==> config.mk <==
export PLATFORM = sky130hd
export DESIGN_NAME = pinwheel_console_hub
export DESIGN_NICKNAME = d
export VERILOG_FILES = /design/src/rtl/pinwheel_console_hub.sv
export SDC_FILE = /design/constraint.sdc
export NUM_CORES = 1
export LEC_CHECK = 0
export CAP_MARGIN = 40
export CORE_ASPECT_RATIO = 1.4
export CORE_MARGIN = 2
export CORE_UTILIZATION = 25
export CTS_CLUSTER_DIAMETER = 30
export DETAILED_ROUTE_END_ITERATION = 6
export PLACE_DENSITY = 0.54
export SLEW_MARGIN = 10
export SYNTH_ARGS = -nofsm -noshare
export SYNTH_HDL_FRONTEND = slang
export SYNTH_SLANG_ARGS = --single-unit
export TNS_END_PERCENT = 30
==> constraint.sdc <==
create_clock -name clock -period 5.2 [get_ports clock]
set_input_delay 0.78 -clock clock [delete_from_list [all_inputs] [get_ports clock]]
set_output_delay 0.78 -clock clock [all_outputs]
set_load 0.02 [all_outputs]
==> src/rtl/pinwheel_console_hub.sv <==
// pinwheel_console_hub: tag-decoded console TX FIFOs, debug register, registered reads.
// Define PINWHEEL_CONSOLE_HUB_TIMESTAMP_EN for a cycle counter at DEBUG_TAG offset 4.
module pinwheel_console_hub #(
    parameter int CHANNELS   = 4,
    parameter int FIFO_DEPTH = 8,
    parameter int BASE_TAG   = 4,
    parameter int DEBUG_TAG  = 15
) (
    input  logic                    clock,
    input  logic                    reset_in,
    input  logic [31:0]             bus_addr,
    input  logic [31:0]             bus_wdata,
    input  logic [3:0]              bus_wmask,
    input  logic                    bus_wren,
    input  logic                    bus_rden,
    output logic [31:0]             bus_rdata,
    output logic                    bus_hit,
    output logic [CHANNELS-1:0]     tx_valid,
    output logic [8*CHANNELS-1:0]   tx_data,
    input  logic [CHANNELS-1:0]     tx_ready,
    output logic [31:0]             debug_out
);
    localparam int AW = $clog2(FIFO_DEPTH);
    localparam int CW = AW + 1;

    logic [4:0] tag;
    logic [4:0] ch_off;
    logic [2:0] ch_idx;
    logic [1:0] sel;
    logic       ch_hit;
    logic       dbg_hit;

    assign tag     = {1'b0, bus_addr[31:28]};
    assign sel     = bus_addr[3:2];
    assign ch_off  = tag - 5'(BASE_TAG);
    assign ch_hit  = (tag >= 5'(BASE_TAG)) && (ch_off < 5'(CHANNELS));
    assign ch_idx  = ch_off[2:0];
    assign dbg_hit = bus_addr[31:28] == 4'(DEBUG_TAG);

    logic unused_addr;
    assign unused_addr = ^{bus_addr[27:4], bus_addr[1:0]};

    // Padded to 8 so the 3-bit channel index always lands in range.
    logic [7:0][31:0] stat_w;
    logic [7:0]       en_w;

    for (genvar g = 0; g < 8; g++) begin : g_ch
        if (g < CHANNELS) begin : g_on
            logic [7:0]    mem_q [FIFO_DEPTH];
            logic [AW-1:0] wp_q;
            logic [AW-1:0] wp_d;
            logic [AW-1:0] rp_q;
            logic [AW-1:0] rp_d;
            logic [CW-1:0] cnt_q;
            logic [CW-1:0] cnt_d;
            logic          ovf_q;
            logic          ovf_d;
            logic          en_q;
            logic          en_d;
            logic          hit;
            logic          empty;
            logic          full;
            logic          valid;
            logic          pop;
            logic          wr_data;
            logic          wr_ctrl;
            logic          push;
            logic          flush;
            logic          clr;

            assign hit     = ch_hit && (ch_idx == 3'(g));
            assign wr_data = bus_wren && hit && sel == 2'd0 && bus_wmask[0];
            assign wr_ctrl = bus_wren && hit && sel == 2'd2 && bus_wmask[0];
            assign flush   = wr_ctrl && bus_wdata[1];
            assign clr     = bus_rden && hit && sel == 2'd1;
            assign empty   = cnt_q == '0;
            assign full    = cnt_q == CW'(FIFO_DEPTH);
            assign valid   = !empty && en_q;
            assign pop     = valid && tx_ready[g];
            // A pop frees the slot in the same cycle, so a full FIFO still accepts.
            assign push    = wr_data && (!full || pop);

            always_comb begin
                wp_d  = wp_q;
                rp_d  = rp_q;
                cnt_d = cnt_q;
                en_d  = wr_ctrl ? bus_wdata[0] : en_q;
                ovf_d = clr ? 1'b0 : (ovf_q | (wr_data && full && !pop));
                if (flush) begin
                    wp_d  = '0;
                    rp_d  = '0;
                    cnt_d = '0;
                end else begin
                    if (push)
                        wp_d = wp_q + AW'(1);
                    if (pop)
                        rp_d = rp_q + AW'(1);
                    cnt_d = cnt_q + CW'(push) - CW'(pop);
                end
            end

            always_ff @(posedge clock) begin
                if (reset_in) begin
                    wp_q  <= '0;
                    rp_q  <= '0;
                    cnt_q <= '0;
                    ovf_q <= 1'b0;
                    en_q  <= 1'b1;
                end else begin
                    wp_q  <= wp_d;
                    rp_q  <= rp_d;
                    cnt_q <= cnt_d;
                    ovf_q <= ovf_d;
                    en_q  <= en_d;
                end
            end

            always_ff @(posedge clock) begin
                if (push)
                    mem_q[wp_q] <= bus_wdata[7:0];
            end

            assign tx_valid[g]       = valid;
            assign tx_data[8*g +: 8] = empty ? 8'h00 : mem_q[rp_q];
            assign stat_w[g]         = {16'h0, 8'(cnt_q), 5'h0, ovf_q, full, empty};
            assign en_w[g]           = en_q;
        end else begin : g_off
            assign stat_w[g] = '0;
            assign en_w[g]   = 1'b0;
        end
    end

    logic [31:0] dbg_q;
    logic [31:0] dbg_d;
    logic [31:0] rdata_q;
    logic [31:0] rdata_d;
    logic        hit_q;
    logic        hit_d;
    logic [31:0] ts_val;

`ifdef PINWHEEL_CONSOLE_HUB_TIMESTAMP_EN
    logic [31:0] ts_q;
    always_ff @(posedge clock) begin
        if (reset_in)
            ts_q <= '0;
        else
            ts_q <= ts_q + 32'd1;
    end
    assign ts_val = ts_q;
`else
    assign ts_val = '0;
`endif

    always_comb begin
        dbg_d = dbg_q;
        if (bus_wren && dbg_hit && sel == 2'd0) begin
            for (int b = 0; b < 4; b++) begin
                if (bus_wmask[b])
                    dbg_d[8*b +: 8] = bus_wdata[8*b +: 8];
            end
        end
    end

    always_comb begin
        rdata_d = '0;
        hit_d   = 1'b0;
        if (bus_rden && ch_hit) begin
            hit_d = 1'b1;
            if (sel == 2'd1)
                rdata_d = stat_w[ch_idx];
            else if (sel == 2'd2)
                rdata_d = {31'h0, en_w[ch_idx]};
        end else if (bus_rden && dbg_hit) begin
            hit_d = 1'b1;
            if (sel == 2'd0)
                rdata_d = dbg_q;
            else if (sel == 2'd1)
                rdata_d = ts_val;
        end
    end

    always_ff @(posedge clock) begin
        if (reset_in) begin
            dbg_q   <= '0;
            rdata_q <= '0;
            hit_q   <= 1'b0;
        end else begin
            dbg_q   <= dbg_d;
            rdata_q <= rdata_d;
            hit_q   <= hit_d;
        end
    end

    assign bus_rdata = rdata_q;
    assign bus_hit   = hit_q;
    assign debug_out = dbg_q;
endmodule
# == After elaboration in Yosys (flattened, before gate mapping) ==
# Memories as Yosys holds them, arrays and structs flattened. A register that Yosys moved wholly into a read port is not among the register bits.
# Cells that the tools add are included.
# word_totals
regBits,113
mem_bits_rw,256
in_bits,76
out_inout_bits,101
memories,4
# mem_list
memory,depth,width,read_ports,rd_clocked_by_memory_dff,wr,line,rtl
g_ch[0].g_on.mem_q,8,8,1,1,1,49,logic [7:0] mem_q [FIFO_DEPTH];
g_ch[1].g_on.mem_q,8,8,1,1,1,49,
g_ch[2].g_on.mem_q,8,8,1,1,1,49,
g_ch[3].g_on.mem_q,8,8,1,1,1,49,
# op_classes
add_sub_neg,17
magnitude_cmp,3
n_eq_ne,10
muxes,31
bitwise,4
reduce_logical,95
# ops
op,count
$mux 32,5
$bmux 32 s3,1
$logic_and 1x1->1,61
$mux 8,4
$add 3x1->3 const B,8
$mux 3,8
$eq 4x4->1 const B,5
$add 4x1->4,4
$logic_not 4->1,4
$reduce_or 2->1,8
$sub 4x1->4,4
$logic_not 1->1,12
$mux 1,12
$reduce_and 2->1,4
$eq 3x2->1 const B,2
$lt 5x3->1 const B,1
$sub 4x3->5 const B,1
$ge 4x3->1 const B,1
$logic_or 1x1->1,4
$lt 3x4->1 const B,1
$or 1x1->1,4
$bmux 1 s3,1
$eq 3x1->1 const B,1
$logic_not 3->1,1
3 further kinds,3

# == Logic depth before layout (Yosys ltp) ==
# depth
word_depth,10
depth_mapped,12
ltp_nobuf,12

# == Worst setup path before layout ==
# Ideal clock, no wire load.
# synth_path
kind,in2reg
from,input port bus_wren
to,memory g_ch[1].g_on.mem_q[2][0] (enable)
setup_ns,0.398
t_arrival_ns,2.713
required_time_ns,4.802
path_slack_ns,2.089
cell_stages,5
cell_sequence,buf_4 nand4b_4 a2111oi_4 inv_2 nor4b_1
# synth_between
elab_chain_len,6
# synth_lines
element,line,rtl
"start, declared",14,"input logic bus_wren,"
$logic_and 1x1->1 (3 in series),72,assign wr_data = bus_wren && hit && sel == 2'd0 && bus_wmask[0];
$logic_and 1x1->1,81,assign push = wr_data && (!full || pop);
$mux 1,119,if (push)
$mux 1 (not written as such),120,mem_q[wp_q] <= bus_wdata[7:0];
"end, declared",49,
# Every way passes these cells.

==> impl_metrics.tcl <==
set metrics [dict create \
    cp.required_ps 4420 \
    async_reset_ff_share_pct 0 \
    cts_resized 0 \
    syn_avg_cell_area_sq_um 15.8 \
    grt_first_pass_wirelength_mm 55.1 \
    drv_cap 0 \
    multiInputGateArea_sq_um 4690 \
    crit_type "register to output pin" \
    clkPwrFrac_pct 42.2 \
    hold_start "g_ch[0].g_on.ovf_q" \
    first_pass_iters 5 \
    post-route-min-period_ps 3650 \
    hold_path_depth 2 \
    hold_end "g_ch[0].g_on.ovf_q" \
    ff_latch_area_sq_um 10200 \
    drive_gt1_share_pct 20.6 \
    ys.flop_type "edfxtp_1" \
    yosysWarnings 0 \
    ys_types 55 \
    ys_seq_area_share_pct 66.9 \
    yosys.area.top_type "edfxtp_1" \
    hold_violations 0 \
    synth.area.top_cells "edfxtp_1 (50%), dfxtp_1 (16%), mux4_2 (10%)" \
    synth_nets 1077 \
    initialDrtViolationCount 485 \
    p_int_mw 6.93 \
    htreeDepth 2 \
    cts_tree "built" \
    grt_max_degree 47 \
    grt_pass1_vias 9436 \
    arrival_ps 2870 \
    finalCritPeriodShare_pct 70.2 \
    p_leak_nw 7.02 \
    ys_ff_latch 381 \
    clkLatencyLatePin_ps 590 \
    powerDensity_nw_per_um2 487 \
    seqPwrFrac_pct 35.7 \
    fin_hold_ws_ps 476 \
    routabilityCongestion 0.732 \
    drc 0 \
    finClkSkew_ps 31.9 \
    p_comb_share_pct 22.0 \
    drtAntennaViolNets 0 \
    area_growth_pct 31.9 \
    ff2ff_setup_slack_ps 2320 \
    grt_usage_pct 11.5 \
    hold_class "register to register" \
    cts_inserted_buffers 61 \
    portBuffers 150 \
    grt_overflow 0 \
    outcome "completed" \
    io_pins 177 \
    r2r_end "g_ch[0].g_on.cnt_q[2]" \
    fin_nets 1288 \
    die_w_microns 213 \
    wirelength_mm 35.8 \
    cts_max_path_buffers 3 \
    worstSetupStartpointType "register" \
    via_per_inst 4.25 \
    synth_top_area_share_pct 50.5 \
    worstMarginPinSlew_ps 817 \
    ir_drop_uv 256 \
    wl_per_cell_microns 17.5 \
    maxSlewHeadroom_pct 45.3 \
    antenna_found_initial 0 \
    r2r_cells 12 \
    root_buffer "clkbuf_16" \
    p_switching_mw 2.86 \
    clock_sinks 381 \
    vias 8694 \
    crit-reg2reg-launch "g_ch[0].g_on.cnt_q[3]" \
    holdBufCountCts 0 \
    synth_edf_count 256 \
    netlist_area_sq_um 15200 \
    swShare_pct 29.2 \
    die_h_microns 296 \
    tns_ps 0 \
    cp_max_fo 9 \
    fill_cells 5952 \
    cp-end-kind "output pin" \
    finalSetupViolCount 0 \
    drv_slew 0 \
    dp.final_hpwl_mm 24.2 \
    post-cts-setup-buffers 0 \
    path_clk_slew_ps 60 \
    initial_core_util_pct 25.2 \
    fp-row-count 107 \
    fmaxAchievable_mhz 274 \
    grt_setup_unrepaired "no" \
    syn_inst 965 \
    dieArea_sq_um 62900 \
    coreArea_sq_um 60500 \
]
-- area by class of cell --
class	count	share of cell area [%]
antenna	1	0.0125
clock buffer	63	7.79
clock inverter	52	2.97
inverter	39	0.729
multi-input combinational	496	23.3
sequential	381	50.7
tap	817	5.09
timing repair buffer	197	9.35
-- layer usage --
layer  share of wire [%]  vias up  track usage [%]  wire, microns
met1                  41     4344             13.5          14600
met4                 2.2        0             4.04            803
met2                  51      213             20.2          18100
met3                 6.1       50             3.21           2190
li1                    -     4087                -              -
met5                   0        -                0              0
-- synth_stat cells (5+ instances only) --
master and count:
edfxtp_1 256, dfxtp_1 125, nor2_1 113, mux2i_1 70, mux4_2 70, inv_1 36
ha_1 32, and2_1 28, clkbuf_1 22, nand2_1 20, nor3b_1 17, a21oi_1 14
buf_2 14, xnor2_1 13, nor3_1 11, buf_1 8, nor2b_1 8, nor4b_1 6
o21ai_0 6, xor2_1 6, a21o_1 5, a22o_1 5, buf_4 5, nand3_1 5
-- critical path: stages (launching register included) --
cell and delay [ps]:
dfxtp_1 700, buf_8 240, mux4_2 530, mux2i_1 190, nor2_1 80, clkdlybuf4s50_1 550
-- power by group through the flow --
stage | Sequential, mW | Clock, mW | Combinational (mW)
3_3_place_gp | 3.62 | 0 | 2.08
4_1_cts | 3.51 | 4.23 | 2.21
5_1_grt | 3.52 | 4.37 | 2.36
6_report | 3.50 | 4.14 | 2.16
2_1_floorplan | 3.45 | 0 | 1.46
3_5_place_dp | 3.57 | 0 | 2.21
-- through the flow --
stage                     instance area, sq um  setup slack, ps  power, mW  instances  utilization, %
after floorplan                          15200             2090       4.91        965               -
after global placement                   17800             1320       5.70       1922            29.5
after detailed placement                 17900             1280       5.78       1930            29.6
after CTS                                20100             1440       9.95       2045            33.2
after global routing                     20100             1390       10.3       2045            33.2
final                                    20100             1550       9.79       2046            33.2
-- logic make-up after synthesis --
logic type	synth area share, %
fa+ha+maj	3.15
simple gates	8.34
xor+xnor	1.09
buf+inv	2.41
mux	14.9
flops	66.9
compound gates	3.16
-- cells in the final DEF (no fill, tap or decap), types with 14 or more instances in the layout --
cell and count:
nand2_1 20, ha_1 32, mux4_2 70, dfxtp_1 125, nor3b_1 14, inv_1 36
edfxtp_1 256, nor2_1 113, clkdlybuf4s50_1 149, buf_4 43, clkbuf_16 62, and2_1 28
mux2i_1 70, a21oi_1 14
-- worst max-delay path by stage --
| stage | to | start | slack, ps |
|---|---|---|---|
| finish | tx_data[31] | register | 1550 |
| global route | tx_data[31] | register | 1390 |
| CTS | tx_data[31] | register | 1440 |
| detailed placement | g_ch[0].g_on.cnt_q[2] | bus_addr[29] | 1280 |
| global placement | g_ch[0].g_on.cnt_q[2] | bus_addr[29] | 1320 |
| floorplan | g_ch[1].g_on.mem_q[2][0] | bus_wren | 2090 |
-- state kept, by name, indices dropped and copies added (netlist names), named ones only --
name and count:
bus_hit 1, g_ch.g_on.cnt_q 16, g_ch.g_on.rp_q 12, g_ch.g_on.mem_q 256
g_ch.g_on.ovf_q 4, g_ch.g_on.en_q 4, g_ch.g_on.wp_q 12, bus_rdata 32
debug_out 32
Power figures use the tool's default switching activity.
